**src/rtl/frame_uart_tx.sv**
```systemverilog
// frame_uart_tx: sends one multi-byte frame as back-to-back 8N1 UART bytes.
// The most significant byte of the frame goes first, and each byte is sent
// LSB first. TX, busy and done all come straight from flops.
//
// state | meaning
// ------+-------------------------------------------------------------
// IDLE  | line high, waiting for senddata; baud counter held at 0
// START | start bit (TX=0) of the current byte
// DATA  | data bits of the current byte, LSB first
// STOP  | stop bit (TX=1); then the next byte's START or back to IDLE
module frame_uart_tx #(
  parameter int CLKS_PER_BIT = 868,
  parameter int FRAME_BYTES  = 10
) (
  input  logic                     msclk,
  input  logic                     rst_n,
  input  logic [8*FRAME_BYTES-1:0] idata,
  input  logic                     senddata,
  output logic                     busy,
  output logic                     done,
  output logic                     TX
);

  localparam int FW     = 8 * FRAME_BYTES;
  localparam int BAUD_W = $clog2(CLKS_PER_BIT);
  localparam int BYTE_W = (FRAME_BYTES > 1) ? $clog2(FRAME_BYTES) : 1;

  localparam logic [BAUD_W-1:0] BAUD_LAST = BAUD_W'(CLKS_PER_BIT - 1);
  localparam logic [BYTE_W-1:0] BYTE_LAST = BYTE_W'(FRAME_BYTES - 1);

  typedef enum logic [1:0] {
    IDLE  = 2'd0,
    START = 2'd1,
    DATA  = 2'd2,
    STOP  = 2'd3
  } state_t;

  state_t              state_q;
  logic [BAUD_W-1:0]   baud_q;
  logic [BAUD_W-1:0]   baud_d;
  logic [2:0]          bit_q;
  logic [2:0]          bit_d;
  logic [BYTE_W-1:0]   byte_q;
  logic [FW-1:0]       frame_q;
  logic                tx_q;
  logic                busy_q;
  logic                done_q;

  logic                bit_end;
  logic [7:0]          cur_byte;

  // The byte on the line always sits in the top eight bits of the frame
  // register; the register is shifted up by a byte at every stop bit.
  assign cur_byte = frame_q[FW-1 -: 8];
  assign bit_end  = (baud_q == BAUD_LAST);
  assign baud_d   = bit_end ? '0 : baud_q + BAUD_W'(1);
  assign bit_d    = bit_q + 3'd1;

  // Sequencer: bit timing, byte stepping and registered line/status outputs.
  always_ff @(posedge msclk or negedge rst_n) begin
    if (!rst_n) begin
      state_q <= IDLE;
      baud_q  <= '0;
      bit_q   <= '0;
      byte_q  <= '0;
      frame_q <= '0;
      tx_q    <= 1'b1;
      busy_q  <= 1'b0;
      done_q  <= 1'b0;
    end else begin
      done_q <= 1'b0;
      case (state_q)
        IDLE: begin
          tx_q   <= 1'b1;
          baud_q <= '0;
          if (senddata) begin
            frame_q <= idata;
            byte_q  <= '0;
            bit_q   <= '0;
            tx_q    <= 1'b0;
            busy_q  <= 1'b1;
            state_q <= START;
          end
        end
        START: begin
          baud_q <= baud_d;
          if (bit_end) begin
            bit_q   <= '0;
            tx_q    <= cur_byte[0];
            state_q <= DATA;
          end
        end
        DATA: begin
          baud_q <= baud_d;
          if (bit_end) begin
            bit_q <= bit_d;
            if (bit_q == 3'd7) begin
              tx_q    <= 1'b1;
              state_q <= STOP;
            end else begin
              tx_q <= cur_byte[bit_d];
            end
          end
        end
        STOP: begin
          baud_q <= baud_d;
          if (bit_end) begin
            if (byte_q != BYTE_LAST) begin
              // Next byte starts immediately, with no idle gap.
              byte_q  <= byte_q + BYTE_W'(1);
              frame_q <= frame_q << 8;
              tx_q    <= 1'b0;
              state_q <= START;
            end else begin
              tx_q    <= 1'b1;
              busy_q  <= 1'b0;
              done_q  <= 1'b1;
              state_q <= IDLE;
            end
          end
        end
        default: begin
          tx_q    <= 1'b1;
          busy_q  <= 1'b0;
          baud_q  <= '0;
          state_q <= IDLE;
        end
      endcase
    end
  end

  assign TX   = tx_q;
  assign busy = busy_q;
  assign done = done_q;

endmodule

```
**config.mk**
```make
export PLATFORM = sky130hd
export DESIGN_NAME = frame_uart_tx
export DESIGN_NICKNAME = d
export VERILOG_FILES = /design/src/rtl/frame_uart_tx.sv
export SDC_FILE = /design/constraint.sdc
export NUM_CORES = 1
export LEC_CHECK = 0
export CAP_MARGIN = 15
export CORE_MARGIN = 5
export CORE_UTILIZATION = 53
export CTS_CLUSTER_DIAMETER = 60
export DETAILED_ROUTE_END_ITERATION = 8
export PLACE_DENSITY = 0.8
export SLEW_MARGIN = 20
export SYNTH_ARGS = -nofsm -noshare
export SYNTH_HDL_FRONTEND = slang
export SYNTH_SLANG_ARGS = --single-unit
```
**constraint.sdc**
```tcl
create_clock -name msclk -period 2.6 [get_ports msclk]
set_input_delay 0.52 -clock msclk [delete_from_list [all_inputs] [get_ports msclk]]
set_output_delay 0.52 -clock msclk [all_outputs]
set_load 0.005 [all_outputs]
```
# == Yosys cells after proc, flatten, opt, wreduce, memory -nomap -nowiden ==
# Index checks and enable logic that the tools add are counted.
# Widths: inputs -> output; s select.
# op_classes
add_sub_neg,3
magnitude_cmp,1
eq_ne,13
mux,36
reduce_logical,9
# op_table
operator,count
$mux 80,3
$pmux 80 s2,1
$pmux 10 s2,1
$ne 2x2->1 const B,7
$mux 1,13
$mux 4,3
$reduce_and 4->1,3
$add 10x1->10 const B,1
$eq 10x10->1 const B,1
$mux 10,1
$mux 2,5
$mux 3,3
$pmux 3 s3,1
$pmux 2 s4,1
$pmux 4 s2,1
$reduce_and 5->1,1
$add 4x1->4 const B,1
$eq 2x2->1 const B,2
$lt 3x4->1 const B,1
$ne 4x4->1 const B,1
$pmux 1 s4,1
$add 3x1->3 const B,1
$bmux 1 s3,1
$eq 3x3->1 const B,1
other kinds (7),7
# totals
ff_bits,102
in_bits,83
out_inout_bits,3
elab_cells,70

# == Logic depth before layout (Yosys ltp) ==
# Gate-level depths: netlist of run 1.
# logic_depth
word_depth,6
mapped_depth,8
depth_no_buf,6

# == Least setup slack after synthesis of run 1 ==
# Ideal clock, no wire load.
# synth_timing
path_kind,register to register
from,reg bit_q[0]
to,"reg tx_q, in the netlist TX"
setup_time_ns,0.084
t_arrival_ns,1.941
required_time_ns,2.516
path_slack_ns,0.575
stages_incl_launch_ff,7
path_buffers,0
synth_period_minus_slack_ns,2.025
path_cell_list,dfrtp_1 > ha_1 > ha_1 > mux2_2 > mux4_2 > o211ai_1 > a21oi_1
# synth_between
elab_chain_cells,6
elab_cells_between_ends,7
classes_between,1 x add/sub; 1 x eq/ne; 5 x mux
# synth_rtl
item,line,source
from (decl),41,logic [2:0] bit_q;
from (signal assigned),96,bit_q <= bit_d;
$add 3x1->3,57,assign bit_d = bit_q + 3'd1;
$bmux 1 s3,101,tx_q <= cur_byte[bit_d];
$mux 1 (implied by the code),101,
$mux 1 *,97,if (bit_q == 3'd7) begin
$mux 1 *,95,if (bit_end) begin
$pmux 1 s4 *,72,case (state_q)
to (signal assigned),89,tx_q <= cur_byte[0];
to (signal assigned),101,
to (decl),45,logic tx_q;
# Every way passes the cells marked *; elsewhere a longest branch is shown, timed or not. The select of a mux whose other input is x is not followed.
# A chain may end at the register's enable or synchronous reset.

# == Worst setup path in the final report of run 1 ==
# Same ends and word-level chain as after synthesis.

==> metrics, run 1 <==
status=completed; largest net degree at the start of global routing=73; DR iter-0 viols=220; WL/cell=19.79 um; initial core utilization=54.78%; Critical Path Source Type=register; fraction of layout cells with a size suffix above 1=23.98%; # diodes=0; power density over the cells=483.5 nW/um^2; worst rel slew slack=49.73%; DRC Markers=0; GRT Util Overall=21.28%; worst min path class=in -> async; Max Fclk=0.4518 GHz; First-pass DRT Iterations=4; Die ar.=11060 um^2; most used cell, CP=ha_1; Die X=105.2 um; Resized Gates After CTS=0; FF-to-FF Start=bit_q[0]$_DFFE_PN0P_; # rows=34; H-tree levels=3; clock buffer depth=2; Reg2Reg Depth=6; Clock transition at path regs=0.10 ns; crit-path max cell delay=0.49 ns; yosys warns=0; largest fanout on the critical path=5; minimum clock period=2.213 ns; dpl ws=0.2363 ns; critical-path cell list=ha_1 -> ha_1 -> mux2_2 -> mux4_2 -> o211ai_1 -> a21oi_1; hpwl dp=7670 um; Core Area=8763 um^2; area grow syn2layout=24.39%; final wirelength=11380 um; Clock Latency Late Sink=0.38 ns; Port Buffers=85; CTS tree=done; setup TNS=0 ns; Async S/R FF share, synth=100.0%; Critical Path AT=2.51 ns; Congestion Overflow GR=0; initial antenna violation count=0; wire length of the first global-routing pass=19180 um; Mapped Nets=487; Worst VDD drop=0.3304 mV; Die H=105.2 um; total CTS buffers=9; final number of setup-violating endpoints=0; max cap viols=0; fin. max-slew vios=0; Clock Sinks=102; Final Hold Vio Count=0; Setup CP Type=reg -> reg; most common flop cell mapped by yosys=dfrtp_1; Mapped Cells=394; Clock Skew=0.02075 ns; via count=3633; worst setup margin=0.3866 ns; hold buffers post-CTS=0; Min Hold Slack=0.2004 ns; CP required=2.89 ns; crit share post-route=85.13%; nets=555; CP startpoint=bit_q[0]$_DFFE_PN0P_; RSZ-0062 raised after global routing=no; vias in the first global route=3652; Slowest-stage cell, CP=mux4_2; Yosys reg bits=102; Ports=86; Yosys cell types=42; EDFF count, synth=0; DR vias/cell=6.318; RR Endpoint=TX$_DFFE_PN1P_; Final ANT Viol Nets=0; critical path capture point type=register; register area share after synthesis=53.19%; CTS root buf=clkbuf_8; Pleak=2.570 nW; Post-Syn Area=4801 um^2; R2R Setup Slk=0.39 ns; Avg Cell Area, Syn=12.18 um^2; CP endpoint=TX$_DFFE_PN1P_; post-CTS repair timing setup buffer count=0; worst slew pin tran=0.7540 ns; RD Place Congestion=0.7918
==> sequential cells by signal, indices dropped and copies added (netlist names) <==
signal	count
frame_q	80
bit_q	3
TX	1
busy	1
byte_q	4
baud_q	10
state_q	2
done	1
==> per-layer routing <==
| layer | vias up | global-route usage (%) | part of all wire, % |
|---|---|---|---|
| met5 | - | 0 | 0 |
| met4 | 0 | 5.205 | 1.4 |
| met3 | 9 | 5.549 | 6.0 |
| met2 | 120 | 32.60 | 48 |
| met1 | 1810 | 30.43 | 44 |
| li1 | 1694 | - | - |
==> worst min-delay path by stage <==
stage	start	endpoint	slack, ns	cells after the start
finish	rst_n	frame_q[55]$_DFFE_PN0P_	0.20	1
floorplan	rst_n	baud_q[0]$_DFF_PN0_	0.22	0
global route	rst_n	frame_q[55]$_DFFE_PN0P_	0.26	1
CTS	rst_n	frame_q[55]$_DFFE_PN0P_	0.23	1
detailed placement	bit_q[2]$_DFFE_PN0P_	bit_q[2]$_DFFE_PN0P_	0.47	1
global placement	bit_q[2]$_DFFE_PN0P_	bit_q[2]$_DFFE_PN0P_	0.47	1
==> through the flow <==
stage / std cells / utilization [%] / area [um^2] / power (mW)
floorplan: 394 / - / 4801 / 1.617
global placement: 559 / 65.59 / 5748 / 1.785
detailed placement: 559 / 65.59 / 5748 / 1.785
CTS: 575 / 68.15 / 5972 / 2.914
global route: 575 / 68.15 / 5972 / 2.988
finish: 575 / 68.15 / 5972 / 2.888
==> cell usage in the layout, fill, tap and decap left out, drive strengths merged, types with 2 or more instances in the layout <==
| cell | synthesis | final |
|---|---|---|
| nand2 | 6 | 6 |
| or2 | 3 | 3 |
| a22o | 8 | 8 |
| nand3 | 5 | 5 |
| ha | 10 | 10 |
| a31oi | 2 | 2 |
| nor3 | 5 | 5 |
| a21oi | 5 | 5 |
| nand4 | 3 | 3 |
| buf | 10 | 8 |
| o21ai | 4 | 4 |
| clkbuf | 25 | 9 |
| o221a | 72 | 72 |
| nor2 | 16 | 16 |
| a221o | 2 | 2 |
| and3b | 2 | 2 |
| and4 | 2 | 2 |
| or3 | 72 | 72 |
| clkdlybuf4s50 | 0 | 84 |
| mux2 | 6 | 6 |
| bufinv | 0 | 2 |
| inv | 5 | 9 |
| a21o | 3 | 3 |
| or4 | 2 | 2 |
| and3 | 4 | 4 |
| dfrtp | 101 | 101 |
| xnor2 | 5 | 5 |
| xor2 | 3 | 3 |
==> logic make-up (layout without fill, tap and decap cells) <==
kind of cell    after synthesis  in the layout  share of synthesized area (%)
xor+xnor                      8              8                          1.460
simple gates                124            124                          15.72
mux                           8              8                          2.085
fa+ha+maj                    10             10                          2.606
compound gates              102            102                          21.42
buf+inv                      40            113                          3.518
flops                       102            102                          53.19
==> worst max-delay path, delay by kind of cell (launching register included) <==
kind	cells	cell delay (ns)
muxes	2	0.84
AOI/OAI and AO/OA	2	0.27
adders and majority gates	2	0.62
DFF	1	0.42
==> Yosys cell counts (5+ instances only) <==
cell | count | area (um^2)
xnor2_1 | 5 | 43.79
nand3_1 | 5 | 25.02
clkbuf_1 | 25 | 93.84
or3_1 | 72 | 450.4
nand2_1 | 6 | 22.52
inv_1 | 5 | 18.77
ha_1 | 10 | 125.1
o221a_2 | 72 | 810.8
a22o_1 | 8 | 70.07
dfrtp_1 | 101 | 2527
mux2_2 | 6 | 67.56
buf_2 | 9 | 45.04
nor2_1 | 16 | 60.06
a21oi_1 | 5 | 25.02
==> area by class of cell <==
class / count / area (um^2)
clock buffer: 9 / 123.9
clock inverter: 7 / 100.1
fill: 641 / 2791
inverter: 5 / 18.77
multi-input combinational: 252 / 2090
sequential: 102 / 2554
tap: 108 / 135.1
timing repair buffer: 92 / 950.9
==> power by group <==
part	switching, mW	internal (mW)	total [mW]	leakage [nW]
registers	0	1.59	1.59	1.40
clock network	0.581	0.555	1.14	0.115
logic	0.0563	0.110	0.167	1.06
Note: power is estimated with default switching activity, not from simulation.
==> run 2: changes to the inputs <==
- RECOVER_POWER: unset -> 50
==> metrics, run 2 (synthesis gave the netlist of run 1 again) <==
Clock Latency Late Sink=0.37 ns (about the same); fin. max-slew vios=0 (unchanged); crit share post-route=85.17% (about the same); area of the multi-input gates=2090 um^2 (unchanged); Critical Path AT=2.51 ns (about the same); Port Buffers=85 (unchanged); DR vias/cell=6.315 (about the same); Fillers=641 (unchanged); largest register by flop count=frame_q; max cap viols=0 (unchanged); most common cell after layout, fill and taps aside=dfrtp_1; via count=3631 (-0.055%); largest net degree at the start of global routing=73 (unchanged); R2R Setup Slk=0.39 ns (about the same); worst rel slew slack=1.134% (-49 points); placed cells=559 (unchanged); Pleak=2.569 nW (about the same); CTS root buf=clkbuf_8; hold buffers post-CTS=0 (unchanged); area grow syn2layout=24.34% (about the same); Congestion Overflow GR=0 (unchanged); commonest cells after routing, fill and taps aside=101 x dfrtp_1, 84 x clkdlybuf4s50_1, 72 x or3_1, 72 x o221a_2, 16 x nor2_1; critical path capture point type=register; fin cells=575 (unchanged); worst slew pin tran=1.483 ns (+0.7290 ns); First-pass DRT Iterations=5 (+1); CTS tree=done; fraction of layout cells with a size suffix above 1=23.98% (unchanged); GRT Util Overall=21.28% (unchanged); Clock transition at path regs=0.10 ns (about the same); DR iter-0 viols=218 (-0.91%); Resized Gates After CTS=0 (unchanged); Core Area=8763 um^2 (unchanged); total CTS buffers=9 (unchanged); largest fanout on the critical path=5 (unchanged); Clock Sinks=102 (unchanged); # diodes=0 (unchanged); DRC Markers=0 (unchanged); final number of setup-violating endpoints=0 (unchanged); top flop regs=frame_q x80, baud_q x10, byte_q x4; minimum clock period=2.214 ns (+0.001008 ns); Die H=105.2 um (unchanged); Final Hold Vio Count=0 (unchanged); Worst VDD drop=0.3309 mV (+0.17%); Die X=105.2 um (unchanged); Clock Skew=0.01596 ns (-0.004789 ns); post-CTS repair timing setup buffer count=0 (unchanged); Final ANT Viol Nets=0 (unchanged); FF/Latch Area=2554 um^2 (unchanged); RD Place Congestion=0.7918 (unchanged); CP required=2.89 ns (about the same); clock buffer depth=2 (unchanged); RSZ-0062 raised after global routing=no; initial antenna violation count=0 (unchanged); wire length of the first global-routing pass=19180 um (unchanged); Ports=86 (unchanged); vias in the first global route=3652 (unchanged); final wirelength=11300 um (-0.69%); hpwl dp=7670 um (unchanged); setup TNS=0 ns (unchanged); Critical Path Source Type=register; initial core utilization=54.78% (unchanged); Max Fclk=0.4516 GHz (about the same); Reg2Reg Depth=6 (unchanged); nets=555 (unchanged); status=completed; worst min path class=in -> async; power density over the cells=483.0 nW/um^2 (-0.11%); number of flip-flops under the largest register name=80 (unchanged); Setup CP Type=reg -> reg; H-tree levels=3 (unchanged); WL/cell=19.65 um (-0.69%); # rows=34 (unchanged); Die ar.=11060 um^2 (unchanged)
==> run 2: per-layer routing <==
layer,share of wire (%),global-route usage (%)
met5,0,0
met4,1.4,5.205
met3,6.0,5.549
met2,49,32.60
met1,44,30.43
==> run 2: final cells by class <==
| class | instances | area share (%) |
|---|---|---|
| sequential | 102 | 42.78 |
| timing repair buffer | 92 | 15.89 |
| inverter | 5 | 0.3144 |
| clock buffer | 9 | 2.075 |
| tap | 108 | 2.264 |
| multi-input combinational | 252 | 35.00 |
| clock inverter | 7 | 1.677 |
==> run 2: power by group <==
part / switching, mW / internal, mW / leakage (nW)
combinational: 0.0565 / 0.110 / 1.06
clock: 0.577 / 0.555 / 0.115
sequential: 0 / 1.59 / 1.40
total: 0.633 / 2.25 / 2.57
==> run 2: through the flow <==
step	util [%]	instance area [um^2]	power (mW)	worst slack (ns)	hold WS, ns
after floorplan	-	4801	1.617	0.5746	0.2244
after global placement	65.59	5748	1.785	0.3250	0.4668
after detailed placement	65.59	5748	1.785	0.2363	0.4743
after CTS	68.15	5972	2.914	0.3870	0.2295
after global routing	68.12	5969	2.988	0.2718	0.5123
final	68.12	5969	2.883	0.3856	0.4860
==> run 2: worst paths after layout <==
kind,from,endpoint
max in group asynchronous,rst_n,byte_q[1]$_DFFE_PN0P_
setup / recovery,bit_q[0]$_DFFE_PN0P_,TX$_DFFE_PN1P_
hold / removal,rst_n,frame_q[55]$_DFFE_PN0P_
min in group msclk,baud_q[0]$_DFF_PN0_,baud_q[0]$_DFF_PN0_
setup reg to reg,bit_q[0]$_DFFE_PN0P_,TX$_DFFE_PN1P_
hold reg to reg,baud_q[0]$_DFF_PN0_,baud_q[0]$_DFF_PN0_
==> run 2: critical path, cell delays in order, from the launching register on <==
cell,delay [ns]
dfrtp_1,0.42
ha_1,0.23
ha_1,0.39
mux2_2,0.35
mux4_2,0.49
o211ai_1,0.18
a21oi_1,0.09
==> run 3: changes to the inputs <==
- GPL_ROUTABILITY_DRIVEN: unset -> 0
==> results of run 3 <==
Same layout as run 2: the final DEF is identical, and so are final timing and power.
